### src/rtl/adder_accumulator.sv
// Streaming signed accumulator built around a 32-bit ripple-carry adder.
// Optional saturation on overflow; result is offered with a sticky overflow flag.

module rippleCarryAdder #(
  parameter int W = 32
) (
  input  logic [W-1:0] a,
  input  logic [W-1:0] b,
  input  logic         cin,
  output logic [W-1:0] sum,
  output logic         cout,
  output logic         overflow
);
  logic carry;
  logic carry_msb;

  always_comb begin
    carry     = cin;
    carry_msb = 1'b0;
    sum       = '0;
    for (int i = 0; i < W; i++) begin
      if (i == W - 1) carry_msb = carry;
      sum[i] = a[i] ^ b[i] ^ carry;
      carry  = (a[i] & b[i]) | (carry & (a[i] ^ b[i]));
    end
  end

  // Signed overflow: carry into the sign bit differs from the carry out of it.
  assign cout     = carry;
  assign overflow = carry ^ carry_msb;
endmodule

module adder_accumulator #(
  parameter bit SATURATE = 1'b0,
  parameter int CNT_W    = 8
) (
  input  logic             clk,
  input  logic             rst_n,
  input  logic             start,
  input  logic [CNT_W-1:0] len,
  input  logic             in_valid,
  output logic             in_ready,
  input  logic [31:0]      in_data,
  output logic             out_valid,
  input  logic             out_ready,
  output logic [31:0]      out_sum,
  output logic             out_overflow,
  output logic             busy
);
  typedef enum logic [1:0] {IDLE, ACCUM, DONE} state_t;

  state_t           state;
  state_t           next_state;
  logic [31:0]      acc;
  logic             ovf;
  logic [CNT_W-1:0] remaining;
  logic [31:0]      add_sum;
  logic             add_ovf;
  logic             unused_cout;
  logic [31:0]      acc_next;
  logic             accept;

  rippleCarryAdder #(.W(32)) u_adder (
    .a        (acc),
    .b        (in_data),
    .cin      (1'b0),
    .sum      (add_sum),
    .cout     (unused_cout),
    .overflow (add_ovf)
  );

  assign accept = (state == ACCUM) && in_valid;

  // Overflow direction always matches the sign of the incoming sample.
  always_comb begin
    acc_next = add_sum;
    if (SATURATE && add_ovf)
      acc_next = in_data[31] ? 32'h8000_0000 : 32'h7FFF_FFFF;
  end

  always_ff @(posedge clk or negedge rst_n) begin
    if (!rst_n) state <= IDLE;
    else        state <= next_state;
  end

  always_comb begin
    next_state = state;
    in_ready   = 1'b0;
    out_valid  = 1'b0;
    busy       = 1'b0;
    case (state)
      IDLE: begin
        if (start) next_state = (len == '0) ? DONE : ACCUM;
      end
      ACCUM: begin
        in_ready = 1'b1;
        busy     = 1'b1;
        if (in_valid && remaining == CNT_W'(1)) next_state = DONE;
      end
      DONE: begin
        out_valid = 1'b1;
        busy      = 1'b1;
        if (out_ready) next_state = IDLE;
      end
      default: next_state = IDLE;
    endcase
  end

  always_ff @(posedge clk or negedge rst_n) begin
    if (!rst_n) begin
      acc       <= '0;
      ovf       <= 1'b0;
      remaining <= '0;
    end else if (state == IDLE && start) begin
      acc       <= '0;
      ovf       <= 1'b0;
      remaining <= len;
    end else if (accept) begin
      acc       <= acc_next;
      ovf       <= ovf | add_ovf;
      remaining <= remaining - CNT_W'(1);
    end
  end

  assign out_sum      = acc;
  assign out_overflow = ovf;
endmodule

### config.mk
export PLATFORM = sky130hd
export DESIGN_NAME = adder_accumulator
export DESIGN_NICKNAME = d
export VERILOG_FILES = /design/src/rtl/adder_accumulator.sv
export SDC_FILE = /design/constraint.sdc
export NUM_CORES = 1
export LEC_CHECK = 0
export BUFFER_PORTS_ARGS = -buffer_cell sky130_fd_sc_hd__buf_2
export CORE_UTILIZATION = 54
export CTS_BUF_LIST = sky130_fd_sc_hd__clkbuf_8
export CTS_CLUSTER_DIAMETER = 80
export DETAILED_ROUTE_END_ITERATION = 6
export HOLD_SLACK_MARGIN = 0.08
export MAX_ROUTING_LAYER = met4
export PLACE_DENSITY = 0.83
export SLEW_MARGIN = 10
export SYNTH_ARGS = -nofsm -noshare
export SYNTH_HDL_FRONTEND = slang
export SYNTH_SLANG_ARGS = --single-unit
### constraint.sdc
create_clock -name clk -period 14.8 [get_ports clk]
set_input_delay 3.7 -clock clk [delete_from_list [all_inputs] [get_ports clk]]
set_output_delay 3.7 -clock clk [all_outputs]
set_load 0.03 [all_outputs]
; Word-level counts from Yosys, hierarchy flattened
; Cells that the tools add are included.
[totals]
reg_bits = 43
out_inout_bits = 36
[op_classes]
reduce_logical = 8
n_mux = 14
n_eq_ne = 6
add_sub_neg = 1
bitwise = 159
[op_table]
columns = operator, n
row1 = $mux W32, 2
row2 = $xor A1 B1 Y1, 64
row3 = $and A1 B1 Y1, 63
row4 = $or A1 B1 Y1, 32
row5 = $mux W8, 2
row6 = $eq A8 B1 Y1 const B, 1
row7 = $logic_not A8 Y1, 1
row8 = $mux W2, 4
row9 = $sub A8 B1 Y8 const B, 1
row10 = $pmux W2 S3, 1
row11 = $mux W1, 5
row12 = $ne A2 B2 Y1 const B, 2
row13 = $logic_and A1 B1 Y1, 3
row14 = $reduce_and A3 Y1, 1
row15 = $eq A2 B1 Y1 const B, 1
row16 = $eq A2 B2 Y1 const B, 1
row17 = $logic_not A2 Y1, 1
row18 = $ne A2 B1 Y1 const B, 1
row19 = $reduce_bool A2 Y1, 1
row20 = $reduce_or A2 Y1, 1

; Depth between registers and ports, before layout
[depth]
depth_word = 67
depth_mapped = 38
depth_no_buf = 38

; By module
; A second synthesis with hierarchy kept.
[hier_totals]
cells_unflattened = 258
hier_area_um2 = 2603.7
[modules_own_cells]
columns = mod, instances, seq_area_each_um2, cells_each, area_per_inst_um2
row1 = adder_accumulator, 1, 1076.0, 215, 1916.8
row2 = rippleCarryAdder, 1, 0.0, 43, 686.9

; Worst setup path before layout
; Ideal clock, no wire load.
[synth_path]
kind = input to register
start = input port in_data[0]
end = register ovf (netlist: out_overflow)
path_slack_ns = -0.927
setup_ns = 0.121
stages = 38
required_time_ns = 14.679
t_arrival_ns = 15.606
cell_sequence = ha_1 -> fa_1 -> inv_1 -> fa_1 -> fa_1 -> fa_1 -> fa_1 -> fa_1 -> fa_1 -> fa_1 -> fa_1 -> fa_1 -> fa_1 -> fa_1 -> fa_1 -> fa_1 -> fa_1 -> fa_1 -> [2 not listed] -> fa_1 -> fa_1 -> fa_1 -> fa_1 -> fa_1 -> fa_1 -> fa_1 -> fa_1 -> fa_1 -> fa_1 -> inv_1 -> fa_1 -> inv_1 -> fa_1 -> fa_1 -> xor2_1 -> a21oi_1 -> nor2_1
[synth_via]
elab_chain_cells = 67
[synth_rtl]
columns = item, line_no
row1 = from (decl), 43  ; input logic [31:0] in_data,
row2 = $and A1 B1 Y1 (*) (2 in series), 24  ; carry = (a[i] & b[i]) | (carry & (a[i] ^ b[i]));
row3 = $or A1 B1 Y1 (*), 24
row4 = $and A1 B1 Y1 (*), 24
row5 = $or A1 B1 Y1 (*), 24
row6 = $and A1 B1 Y1 (*), 24
row7 = $or A1 B1 Y1 (*), 24
row8 = $and A1 B1 Y1 (*), 24
row9 = $or A1 B1 Y1 (*), 24
row10 = [50 not listed], --
row11 = $and A1 B1 Y1 (*), 24
row12 = $or A1 B1 Y1 (*), 24
row13 = $and A1 B1 Y1, 24
row14 = $or A1 B1 Y1, 24
row15 = $xor A1 B1 Y1 (*), 30  ; assign overflow = carry ^ carry_msb;
row16 = $or A1 B1 Y1 (*), 120  ; ovf <= ovf | add_ovf;
row17 = $mux W1 (*), 118  ; end else if (accept) begin
row18 = $mux W1 (*), 114  ; end else if (state == IDLE && start) begin
row19 = to (signal assigned), 120
row20 = to (decl), 55  ; logic ovf;
; Every way passes the cells marked *; elsewhere a longest branch is shown, timed or not. The select of a mux whose other input is x is not followed.
; A chain may end at the register's enable or synchronous reset.

; Worst setup path in the final report
; Same ends and word-level chain as after synthesis.

==> impl_metrics.toml <==
[setup_path]
reg2reg_from = "out_sum[0]"
arrival_ns = 14.80
endpoint = "out_overflow"
cpMostUsedCell = "fa_2"
rr_worst_depth = 38
crit_path_max_incr_delay_ns = 0.37
cp_max_fo = 2
critPathLaunch = "in_data[0]"
crit_type = "input port to register"
critPathSlowestCell = "fa_2"
ff2ff_setup_slack_ns = 3.22
worst_ep_required_time_ns = 14.96
rr_endpoint = "out_overflow"
crit_path_end_kind = "register"
start_kind = "input port"

[cells_and_area]
fin_nets = 447
drive_gt1_share_pct = 35.0
antenna_cells = 0
instances_no_fill = 433
area_delta_synth_final_pct = 23.1

[global_routing]
grt_usage_pct = 24.6
grt_max_degree = 50
overflow = 0
grt_pass1_wl_um = 9550
grt_pass1_vias = 2087
antenna_found_initial = 0

[hold_path]
hp-class = "register to register"

[yosys]
synth-edff-count = 0
yosys.area_share.simple_pct = 11.1
synth_top_cell_by_area = "dfrtp_1"
syn-cell-area_um2 = 2770
ys_types = 23
synthesis.instances = 287
synth_top_area_share_pct = 38.9
async_reset_ff_share_pct = 100
syn-num-nets = 369
ys_seq_elements = 43
dominantRegCellSynth = "dfrtp_1"
synth_warnings = 0
synth_compound_area_share_pct = 10.6
synth_xor_area_share_pct = 2.53
synthTopCellsByArea = "dfrtp_1 (39%), fa_1 (22%), inv_1 (9.1%)"
synthMuxAreaShare_pct = 0.543
synth_adder_area_share_pct = 25.1
avgSynthCellArea_um2 = 9.64
synth_top_family_by_area = "adder cells"
synthTopCellsByCount = "inv_1 (67), nor2_1 (44), dfrtp_1 (43)"
yosys.cell_count.top_type = "inv_1"
ys_seq_area_share_pct = 38.9

[cts]
cts_buffer_depth = 2
htree_levels = 2
clk_pin_slew_ns = 0.07
clk_latency_ns = 0.29
numCtsBuffers = 5
cts-root-buf = "clkbuf_8"
numClockSinks = 43
hold_buffers = 0
tritoncts = "built"

[power_and_ir_drop]
pwr-share-clk_pct = 10.6
p_leak_nw = 1.66
p_seq_share_pct = 31.6
internal_power_mw = 0.342
power.density_nw_per_um2 = 193
p_sw_share_pct = 48.0
switchingPower_mw = 0.316
combPwrFrac_pct = 57.8
power_mw = 0.658
ir_drop_uv = 95.8

[timing]
hold_viol_final = 0
fin_crit_sh_pct = 98.9
skew_ns = 0.00181
final.min_clock_period_ns = 14.64
worst_pin_slew_ns = 0.929
slew_violations = 0
rsz0062_at_grt = "true"
setup_viol = 0
maxSlewHeadroom_pct = 38.0
clock.fmax_mhz = 68.3
worst_slack_ns = 0.159

[route]
drc = 0
ant_nets = 0
wl_um = 5500
drt_iter0_markers = 72
drt-vias-per-instance = 4.91
vias = 2126
drt_first_pass_iters = 4
wl_per_cell_um = 12.7

[placed_design]
io_buffers = 80
place_ws_ns = -0.453
globalplace.congestion = 0.785
place_inst = 424
dpl.hpwl_um = 4090

[floorplanning]
die_h_um = 73.6
initial_utilization_pct = 57.4
io_pins = 81
die_area_um2 = 5410
row_count = 25
die_w_um = 73.6
coreArea_um2 = 4820

[job]
max_cap_violations = 0

[outcome]
status = "finished clean"
layout by cell type, fill, tap and decap left out, types with 3 or more instances in the layout:
master | synthesis | final
a211oi_1 | 20 | 19
a21oi_1 | 16 | 16
buf_2 | 4 | 79
buf_4 | 1 | 4
clkbuf_8 | 0 | 5
dfrtp_1 | 43 | 43
fa_2 | 0 | 31
ha_1 | 6 | 5
inv_1 | 67 | 66
inv_2 | 0 | 3
nand2_1 | 16 | 16
nand4b_1 | 3 | 3
nor2_1 | 44 | 44
nor4_1 | 4 | 4
o21ai_0 | 8 | 8
xnor2_1 | 4 | 4
xor2_1 | 4 | 4
routing by layer:
metal,global-route usage (%),up-vias,wire length (um)
li1,-,1031,-
met1,31.6,1023,2360
met2,38.6,61,2780
met3,4.39,11,236
met4,10.5,0,125
met5,-,-,0
worst max-delay path, delay by kind of cell:
kind            cells  cell delay [ns]
simple gates        1             0.05
buf+inv             4             0.21
xor+xnor            1             0.15
compound gates      1             0.14
fa+ha+maj          32            10.53
worst min-delay path by stage:
stage                            start            to  slack [ns]  cells past startpoint
after global routing      out_overflow  out_overflow        0.56                      2
after global placement    out_overflow  out_overflow        0.48                      2
after detailed placement  out_overflow  out_overflow        0.51                      2
after floorplan               state[0]      state[0]        0.51                      1
final                     out_overflow  out_overflow        0.52                      2
after CTS                 out_overflow  out_overflow        0.52                      2
logic make-up (layout without fill, tap and decap cells):
kind of cell | count (synthesis) | count (layout)
AOI/OAI and AO/OA | 47 | 47
xor gates and xnor gates | 8 | 8
adders and majority gates | 37 | 37
buffers and inverters | 80 | 159
DFF | 43 | 43
muxes | 1 | 1
and+or+nand+nor | 71 | 71
power groups by stage:
stage                     clock network, mW  registers (mW)  logic (mW)
after global placement                    0           0.207       0.359
final                                0.0695           0.208       0.381
after global routing                 0.0762           0.215       0.431
after floorplan                           0           0.266       0.217
after detailed placement                  0           0.208       0.374
after CTS                            0.0717           0.207       0.379
state kept, by name (all words and copies together), names as in the netlist:
signal        count
out_sum          32
remaining         8
state             2
out_overflow      1
what timing repair did:
action                     CTS  global route
buffers inserted             0             1
pin swaps                    0             1
hold endpoints to repair     0             0
gates cloned                 0             0
setup endpoints to repair    2             2
gates resized for setup      3            12
stage by stage:
stage | hold slack (ns) | setup TNS, ns | area, um^2 | util (%)
2_1_floorplan | 0.511 | 0 | 2820 | -
6_report | 0.520 | 0 | 3410 | 70.7
3_3_place_gp | 0.482 | -0.435 | 3270 | 67.9
5_1_grt | 0.563 | -0.124 | 3410 | 70.7
3_5_place_dp | 0.506 | -0.802 | 3270 | 67.9
4_1_cts | 0.523 | 0 | 3360 | 69.8
cell type report:
cell class	instances	area, um^2
Clock buffer	5	68.8
Clock inverter	3	12.5
Fill cell	393	1410
Inverter	67	251
Multi-Input combinational cell	164	1480
Sequential cell	43	1080
Tap cell	67	83.8
Timing Repair Buffer	84	437
Power figures use the tool's default switching activity.
